## config.mk

```make
export PLATFORM = sky130hd
export DESIGN_NAME = atm_session_ctrl
export DESIGN_NICKNAME = d
export VERILOG_FILES = /design/src/rtl/atm_session_ctrl_pkg.sv /design/src/rtl/session_timer.sv /design/src/rtl/atm_session_ctrl.sv
export SDC_FILE = /design/constraint.sdc
export NUM_CORES = 1
export LEC_CHECK = 0
export BUFFER_PORTS_ARGS = -buffer_cell sky130_fd_sc_hd__buf_4
export CAP_MARGIN = 25
export CORE_UTILIZATION = 53
export DETAILED_ROUTE_END_ITERATION = 8
export PLACE_DENSITY = 0.77
export SLEW_MARGIN = 20
export SYNTH_ARGS = -nofsm -noshare
export SYNTH_HDL_FRONTEND = slang
export SYNTH_HIERARCHICAL = 1
export SYNTH_SLANG_ARGS = --single-unit
```

## constraint.sdc

```tcl
create_clock -name clk -period 2.8 [get_ports clk]
set_input_delay 0 -clock clk [delete_from_list [all_inputs] [get_ports clk]]
set_output_delay 0 -clock clk [all_outputs]
set_load 0.03 [all_outputs]
```

## src/rtl/atm_session_ctrl_pkg.sv

```systemverilog
// Shared types and constants for the ATM session sequencer.
package atm_session_ctrl_pkg;

  localparam int unsigned TIMER_W     = 8;
  localparam int unsigned TIMEOUT_DEF = 255;
  localparam int unsigned MSG_W       = 3;

  typedef enum logic [2:0] {
    ST_IDLE   = 3'd0,
    ST_PIN    = 3'd1,
    ST_MENU   = 3'd2,
    ST_DISP   = 3'd3,
    ST_EJECT  = 3'd4,
    ST_RETAIN = 3'd5
  } state_e;

  localparam logic [MSG_W-1:0] MSG_START    = 3'd0;
  localparam logic [MSG_W-1:0] MSG_ENTER    = 3'd1;
  localparam logic [MSG_W-1:0] MSG_MENU     = 3'd2;
  localparam logic [MSG_W-1:0] MSG_WRONG    = 3'd3;
  localparam logic [MSG_W-1:0] MSG_DISP     = 3'd4;
  localparam logic [MSG_W-1:0] MSG_NSF      = 3'd5;
  localparam logic [MSG_W-1:0] MSG_TAKE     = 3'd6;
  localparam logic [MSG_W-1:0] MSG_RETAINED = 3'd7;

  // Display code for a given state and flag set.
  function automatic logic [MSG_W-1:0] msg_for(state_e st, logic wrong, logic nsf);
    logic [MSG_W-1:0] m;
    m = MSG_START;
    case (st)
      ST_PIN:    m = wrong ? MSG_WRONG : MSG_ENTER;
      ST_MENU:   m = nsf ? MSG_NSF : MSG_MENU;
      ST_DISP:   m = MSG_DISP;
      ST_EJECT:  m = MSG_TAKE;
      ST_RETAIN: m = MSG_RETAINED;
      default:   m = MSG_START;
    endcase
    return m;
  endfunction

endpackage

```

## src/rtl/session_timer.sv

```systemverilog
// Saturating inactivity counter with synchronous clear; flags when the limit is reached.
module session_timer
  import atm_session_ctrl_pkg::*;
#(
  parameter int unsigned LIMIT = TIMEOUT_DEF
) (
  input  logic clk,
  input  logic rst,
  input  logic clr_i,
  input  logic en_i,
  output logic timeout_o
);

  localparam logic [TIMER_W-1:0] LIMIT_C = TIMER_W'(LIMIT);

  logic [TIMER_W-1:0] cnt_q;

  always_ff @(posedge clk) begin
    if (rst) begin
      cnt_q <= '0;
    end else if (clr_i) begin
      cnt_q <= '0;
    end else if (en_i && (cnt_q != LIMIT_C)) begin
      cnt_q <= cnt_q + TIMER_W'(1);
    end
  end

  assign timeout_o = (cnt_q == LIMIT_C);

endmodule

```

## src/rtl/atm_session_ctrl.sv

```systemverilog
// ATM card session sequencer: card detect, PIN retry, withdrawal, note dispensing,
// eject or retain. Outputs are registered from the next-state values.
module atm_session_ctrl
  import atm_session_ctrl_pkg::*;
#(
  parameter int unsigned MAX_TRIES = 3,
  parameter int unsigned TIMEOUT   = TIMEOUT_DEF,
  parameter int unsigned AMT_W     = 8
) (
  input  logic             clk,
  input  logic             rst,
  input  logic             card,
  input  logic             pin_ok,
  input  logic             pin_bad,
  input  logic             cancel,
  input  logic             wd_req,
  input  logic [AMT_W-1:0] wd_amt,
  input  logic [AMT_W-1:0] balance,
  input  logic             note_ack,
  output logic             pin_clr,
  output logic             note_req,
  output logic             eject,
  output logic             retain,
  output logic [MSG_W-1:0] msg
);

  localparam logic [1:0] MAX_TRIES_C = 2'(MAX_TRIES);

  state_e             state_q, state_d;
  logic [1:0]         tries_q, tries_d;
  logic [AMT_W-1:0]   notes_q, notes_d;
  logic [AMT_W-1:0]   bal_q, bal_d;
  logic               nsf_q, nsf_d;
  logic               wrong_q, wrong_d;
  logic               pin_clr_q, pin_clr_d;
  logic               note_req_q, eject_q, retain_q;
  logic [MSG_W-1:0]   msg_q;
  logic               tmr_clr_c, tmr_en_c, timeout_c;

  assign tmr_en_c = (state_q == ST_PIN) || (state_q == ST_MENU);

  session_timer #(.LIMIT(TIMEOUT)) u_timer (
    .clk       (clk),
    .rst       (rst),
    .clr_i     (tmr_clr_c || !tmr_en_c),
    .en_i      (tmr_en_c),
    .timeout_o (timeout_c)
  );

  // Next-state and register updates.
  always_comb begin
    state_d   = state_q;
    tries_d   = tries_q;
    notes_d   = notes_q;
    bal_d     = bal_q;
    nsf_d     = nsf_q;
    wrong_d   = wrong_q;
    pin_clr_d = 1'b0;
    tmr_clr_c = 1'b0;
    case (state_q)
      ST_IDLE: begin
        if (card) begin
          state_d   = ST_PIN;
          pin_clr_d = 1'b1;
          tries_d   = '0;
          wrong_d   = 1'b0;
          nsf_d     = 1'b0;
          tmr_clr_c = 1'b1;
        end
      end
      ST_PIN: begin
        if (pin_ok) begin
          state_d   = ST_MENU;
          bal_d     = balance;
          wrong_d   = 1'b0;
          nsf_d     = 1'b0;
          tmr_clr_c = 1'b1;
        end else if (pin_bad) begin
          tries_d = tries_q + 2'd1;
          if (tries_d == MAX_TRIES_C) begin
            state_d = ST_RETAIN;
          end else begin
            pin_clr_d = 1'b1;
            wrong_d   = 1'b1;
            tmr_clr_c = 1'b1;
          end
        end else if (cancel || timeout_c) begin
          state_d = ST_EJECT;
        end else if (!card) begin
          state_d = ST_IDLE;
        end
      end
      ST_MENU: begin
        if (wd_req && (wd_amt != '0)) begin
          if (wd_amt > bal_q) begin
            nsf_d     = 1'b1;
            tmr_clr_c = 1'b1;
          end else begin
            notes_d = wd_amt;
            bal_d   = bal_q - wd_amt;
            nsf_d   = 1'b0;
            state_d = ST_DISP;
          end
        end else if (cancel || timeout_c) begin
          state_d = ST_EJECT;
        end else if (!card) begin
          state_d = ST_IDLE;
        end
      end
      ST_DISP: begin
        // Cancel, timeout and card removal cannot interrupt a dispense.
        if (note_req_q && note_ack) begin
          notes_d = notes_q - AMT_W'(1);
          if (notes_d == '0) begin
            state_d   = ST_MENU;
            tmr_clr_c = 1'b1;
          end
        end
      end
      ST_EJECT: begin
        if (!card) state_d = ST_IDLE;
      end
      ST_RETAIN: begin
        state_d = ST_RETAIN;
      end
      default: begin
        state_d = ST_IDLE;
      end
    endcase
  end

  always_ff @(posedge clk) begin
    if (rst) begin
      state_q    <= ST_IDLE;
      tries_q    <= '0;
      notes_q    <= '0;
      bal_q      <= '0;
      nsf_q      <= 1'b0;
      wrong_q    <= 1'b0;
      pin_clr_q  <= 1'b0;
      note_req_q <= 1'b0;
      eject_q    <= 1'b0;
      retain_q   <= 1'b0;
      msg_q      <= MSG_START;
    end else begin
      state_q    <= state_d;
      tries_q    <= tries_d;
      notes_q    <= notes_d;
      bal_q      <= bal_d;
      nsf_q      <= nsf_d;
      wrong_q    <= wrong_d;
      pin_clr_q  <= pin_clr_d;
      note_req_q <= (state_d == ST_DISP) && (notes_d != '0);
      eject_q    <= (state_d == ST_EJECT);
      retain_q   <= (state_d == ST_RETAIN);
      msg_q      <= msg_for(state_d, wrong_d, nsf_d);
    end
  end

  assign pin_clr  = pin_clr_q;
  assign note_req = note_req_q;
  assign eject    = eject_q;
  assign retain   = retain_q;
  assign msg      = msg_q;

endmodule

```

==> Word level (Yosys, flattened, before mapping) <==
Index checks and enable logic that the tools add are counted.
W data, S select, Z words.
{ "totals": {"register_bits": 38, "output_inout_bits": 7, "input_bits": 24, "elab_cells": 99} }
{ "classes": {"add_sub_neg": 4, "muxes": 46, "n_lt_le_gt_ge": 1, "eq_ne": 19, "reduce_logical": 17} }
{ "op_table": {"columns": ["operator", "n"], "rows": [
  ["$mux W8", 6],
  ["$mux W3", 11],
  ["$pmux W8 S2", 2],
  ["$pmux W3 S6", 1],
  ["$mux W1", 16],
  ["$reduce_bool A8 Y1", 2],
  ["$pmux W3 S5", 1],
  ["$eq A3 B2 Y1 const B", 4],
  ["$eq A3 B3 Y1 const B", 4],
  ["$ne A2 B2 Y1 const B", 5],
  ["$add A8 B1 Y8 const B", 1],
  ["$eq A8 B8 Y1 const B", 1],
  ["$gt A8 B8 Y1", 1],
  ["$logic_not A8 Y1", 1],
  ["$mux W2", 4],
  ["$ne A8 B8 Y1 const B", 1],
  ["$reduce_and A4 Y1", 2],
  ["$sub A8 B1 Y8 const B", 1],
  ["$sub A8 B8 Y8", 1],
  ["$eq A3 B1 Y1 const B", 2],
  ["$logic_and A1 B1 Y1", 4],
  ["$pmux W1 S2", 2],
  ["$pmux W1 S4", 1],
  ["$pmux W2 S2", 1],
  ["9 further kinds", 12]
]} }

==> Logic depth before layout (Yosys ltp) <==
{ "logic_depth": {"word_depth": 8, "mapped_depth": 12, "mapped_depth_nobuf": 12} }

==> Modules after synthesis <==
The synthesis kept the hierarchy.
{ "modules_own_cells": {"columns": ["mod", "cells_each", "area_per_inst_um2", "n_inst", "seq_area_each_um2"], "rows": [
  ["atm_session_ctrl", 272, 2152.1, 1, 600.6],
  ["session_timer", 45, 425.4, 1, 160.2]
]} }

==> Least setup slack after synthesis <==
No wires, ideal clock.
{ "synth_timing": {"path_type": "register to register", "startpoint": "reg bal_q[0]", "endpoint": "reg note_req_q, in the netlist note_req", "n_path_buf": 0, "setup_slack_ps": 226, "period_less_slack_ps": 2574, "required_ps": 2680, "setup_time_ps": 120, "path_stages_with_launch": 12, "t_arrival_ps": 2455, "cell_sequence": "dfxtp_1 inv_1 ha_1 fa_1 nor2b_4 o2111a_2 o211ai_4 a211o_2 o22a_1 o221ai_1 nand2_1 o31a_1"} }
{ "synth_via": {"elab_chain_len": 6, "word_cells_on_any_way": 10, "cone_classes": "order compare (1); eq/ne (1); mux (6); reduce/logical (2)"} }
{ "synth_lines": {"columns": ["item", "line", "source"], "rows": [
  ["start, declared", "atm_session_ctrl.sv:32", "logic [AMT_W-1:0] bal_q, bal_d;"],
  ["start signal, assigned", "atm_session_ctrl.sv:149", "bal_q <= bal_d;"],
  ["$gt A8 B8 Y1 (*)", "atm_session_ctrl.sv:95", "if (wd_amt > bal_q) begin"],
  ["$mux W3 / $mux W8 (equally long branches)", "atm_session_ctrl.sv:95", null],
  ["$mux W3 / $mux W8 (equally long branches)", "atm_session_ctrl.sv:94", "if (wd_req && (wd_amt != '0)) begin"],
  ["$pmux W3 S6 / $pmux W8 S2 (equally long branches)", "atm_session_ctrl.sv:60", "case (state_q)"],
  ["$eq A3 B2 Y1 / $reduce_bool A8 Y1 (equally long branches)", "atm_session_ctrl.sv:153", "note_req_q <= (state_d == ST_DISP) && (notes_d != '0);"],
  ["$logic_and A1 B1 Y1 (*)", "atm_session_ctrl.sv:153", null],
  ["end signal, assigned", "atm_session_ctrl.sv:153", null],
  ["end, declared", "atm_session_ctrl.sv:36", "logic note_req_q, eject_q, retain_q;"]
]} }
Every way passes the cells marked *; elsewhere a longest branch is shown, timed or not.
A chain may end at the register's enable or synchronous reset.

==> Final worst setup path <==
{ "layout_timing": {"startpoint": "reg bal_q[0]", "endpoint": "reg msg_q[1], in the netlist msg[1]"} }
{ "layout_via": {"elab_chain_len": 6, "word_cells_on_any_way": 14, "cone_classes": "order compare (1); eq/ne (5); mux (8)"} }
{ "layout_lines": {"columns": ["item", "line", "source"], "rows": [
  ["$gt A8 B8 Y1 (*)", "atm_session_ctrl.sv:95", null],
  ["$mux W3 / $mux W1 (equally long branches)", "atm_session_ctrl.sv:95", null],
  ["$mux W3 / $mux W1 (equally long branches)", "atm_session_ctrl.sv:94", null],
  ["$pmux W3 S6 / $pmux W1 S3 (equally long branches)", "atm_session_ctrl.sv:60", null],
  ["$eq A3 B3 Y1 (tied with other cells)", "atm_session_ctrl_pkg.sv:30", "case (st)"],
  ["$pmux W3 S5 (*)", "atm_session_ctrl_pkg.sv:30", null],
  ["end signal, assigned", "atm_session_ctrl.sv:156", "msg_q <= msg_for(state_d, wrong_d, nsf_d);"],
  ["end, declared", "atm_session_ctrl.sv:37", "logic [MSG_W-1:0] msg_q;"]
]} }
Marked as above.

==> summary.md <==
| Metric | Value |
|---|---|
| Status | complete, no violations |
| DP HPWL | 4330 um |
| Total negative slack | 0 ps |
| Max-cap violations | 0 |
| GPL Wtd Cong | around 0.87 |
| Critical Path AT | 2890 ps |
| Worst Setup Start Kind | flip-flop |
| Diode count | 0 |
| Synth area leader | dfxtp_1 |
| DR iter-0 viols | 143 |
| Final worst-path cycle share | 95.6% |
| Number of synthesized register bits | 38 |
| Vias in the first global route | about 2,300 |
| Crit Path Max Fanout | 5 |
| Pin count of the biggest net entering global routing | 35 |
| Initial antenna violation count | 0 |
| Mapped Area | 0.00258 mm^2 |
| Fin nets | 387 |
| Slowest-stage cell, CP | or3b_1 |
| Pwr/cell area | 446 mW/mm^2 |
| Clk_lat worst skew | 300 ps |
| Yosys cell types | 71 |
| H-tree levels | 2 |
| Synth area leaders | dfxtp_1, nor2_1, ha_1 |
| Rows | 25 |
| Drt pass-1 iters | 5 |
| Total number of vias | 2,478 |
| Clk_skew | between 7 and 8 ps |
| F_max | 374 MHz |
| Most frequent cell after synthesis | nor2_1 |
| WL final | 6200 um |
| Die ar. | 0.00515 mm^2 |
| Worst slew margin | 65.1% |
| Post-synth top cells | nor2_1, dfxtp_1, nand2_1 |
| Initial Util | 54.9% |
| Clock root cell | clkbuf_8 |
| Die Wd | 71.7 um |
| Worst-Margin Slew | 523 ps |
| Tot Pwr | 1.36 mW |
| Met1 usage | 32.1% |
| CP Class | reg -> reg |
| Port bufs | 30 |
| RSZ-0062 raised after global routing | true |
| Hold crit path type | in -> reg |
| Maximum clock path buffer count | 2 |
| Critical path required time | about 3000 ps |
| Max VDD drop | 0.268 mV |
| CTS Sinks | 38 |
| Global-route wire length before repair | 10,300 um |
| Vias per cell | approximately 6.1 |
| GRT Total Usage | 25.2% |
| Area fraction of the dominant cell type after synthesis | 29.5% |
| Async set-reset flop share out of synthesis | 0% |
| Setup Viol. Count Final | 0 |
| ANT nets after route | 0 |
| Fin. max-slew vios | 0 |
| Main flop type after synthesis | dfxtp_1 |
| IO Pins | 31 |
| CP dominant cell by count | nor2b_4 |
| Drt wl/cell | 15.3 um |
| Final hold vios | 0 |
| CP endpoint kind | flip-flop |
| P_leak | 1.20 nW |
| Clock buffer count from CTS | 5 |
| Die height | between 70 and 80 um |
| Yosys warning total | 6 |
| Top delay family on crit path | compound AO/OA/AOI/OAI gates |
| Syn_area_per_cell | 8.13 um^2 |
| Register area share after synthesis | 29.5% |
| Met3 usage | ~4.6% |
| Synthesized netlist cell count | 317 |
| GRT overflow | 0 |
| Proportion of layout cells with a drive suffix above 1 | between 20 and 25% |
| Core Area | around 0.0047 mm^2 |
| Syn nets | 354 |
| Min Tclk post-route | roughly 2700 ps |
| Worst path bufs/invs | 1 |
| DRC Markers | 0 |
| GR Util met2 | about two fifths |
| EDFF count, synth | 0 |
| Layer carrying the most global-route usage | met2 |
| Crit-path cells | inv_1 -> ha_1 -> fa_2 -> nor2b_4 -> o2111a_2 -> o211ai_4 -> a21oi_4 -> o221ai_4 -> nor2b_4 -> or3b_1 -> a31oi_1 |
| Area grow syn2layout | 18.7% |
| CTS tree | done |
| Clk pin slew, worst setup/hold paths | approximately 70 ps |
| CP max stage delay | ~380 ps |
flip-flops by register name, summed over array words and instances (netlist names):
| signal | flops |
|---|---|
| bal_q | 8 |
| notes_q | 8 |
| u_timer/cnt_q | 8 |
| msg | 3 |
| state_q | 3 |
| tries_q | 2 |
| eject | 1 |
| note_req | 1 |
| nsf_q | 1 |
| pin_clr | 1 |
| retain | 1 |
| wrong_q | 1 |
stage by stage:
step	hold WS, ps	utilization (%)	setup WS, ps	instances	instance area, um^2
after floorplan	68.9	-	226	317	2580
after global placement	287	60.8	132	394	2850
after detailed placement	300	60.8	56.7	394	2850
after CTS	30.1	63.4	43.2	402	2980
after global routing	60.7	65.2	-37.1	404	3060
final	37.8	65.2	124	404	3060
layer usage:
| metal | vias up | part of all wire, % |
|---|---|---|
| li1 | 1238 | - |
| met1 | 1154 | 45 |
| met2 | 70 | 49 |
| met3 | 16 | 4.2 |
| met4 | 0 | 2.0 |
| met5 | - | 0 |
cell families after synthesis:
| logic type | Yosys count | synth area share, % |
|---|---|---|
| simple gates | 138 | 28.7 |
| compound gates | 88 | 26.1 |
| flops | 38 | 29.5 |
| buf+inv | 27 | 4.27 |
| fa+ha+maj | 13 | 6.60 |
| mux | 7 | 2.77 |
| xor+xnor | 6 | 2.04 |
worst register-to-register path: stages, from the launching register on:
cell      delay [ps]
dfxtp_1          340
inv_1             50
ha_1             200
fa_2             370
nor2b_4          130
o2111a_2         230
o211ai_4         110
a21oi_4          280
o221ai_4         160
nor2b_4          190
or3b_1           380
a31oi_1          170
repair_timing:
item | in CTS | in global routing
resized for setup | 0 | 9
hold endpoints to repair | 1 | 0
hold buffers | 1 | 0
endpoints found under the setup margin | 0 | 8
buffers inserted | 0 | 2
cell type report:
| class | instances | area (um^2) |
|---|---|---|
| tap | 54 | 67.6 |
| sequential | 38 | 761 |
| multi-input combinational | 252 | 1760 |
| clock inverter | 1 | 30.0 |
| inverter | 15 | 56.3 |
| clock buffer | 6 | 82.6 |
| fill | 398 | 1630 |
| timing repair buffer | 38 | 300 |
path summary, 6_finish.rpt:
path	startpoint	endpoint	slack, ps	depth (start not counted)
worst min register to register	u_timer/cnt_q[1]	u_timer/cnt_q[1]	500	2
worst min-delay path	balance[4]	bal_q[4]	40	3
worst max-delay path	bal_q[0]	msg[1]	120	11
worst max register to register	bal_q[0]	msg[1]	120	11
cells in the final DEF (no fill, tap or decap), drive strengths merged, types with 6 or more instances in the layout:
cell type | Yosys | routed
nor2 | 45 | 45
dfxtp | 38 | 38
buf | 5 | 37
nand2 | 26 | 26
a21oi | 22 | 22
inv | 15 | 15
o21ai | 14 | 14
ha | 12 | 12
nor2b | 12 | 12
nor3 | 10 | 10
nand4 | 8 | 8
a211oi | 8 | 8
and3 | 6 | 6
mux2i | 6 | 6
clkbuf | 7 | 6
nand3 | 6 | 6
o221ai | 6 | 6
report_power, final:
part,switching [mW],total (mW),internal [mW]
clock network,0.199,0.484,0.285
logic,0.177,0.305,0.128
registers,0.0141,0.575,0.561
total,0.390,1.36,0.974
(Power assumes the default switching activity.)
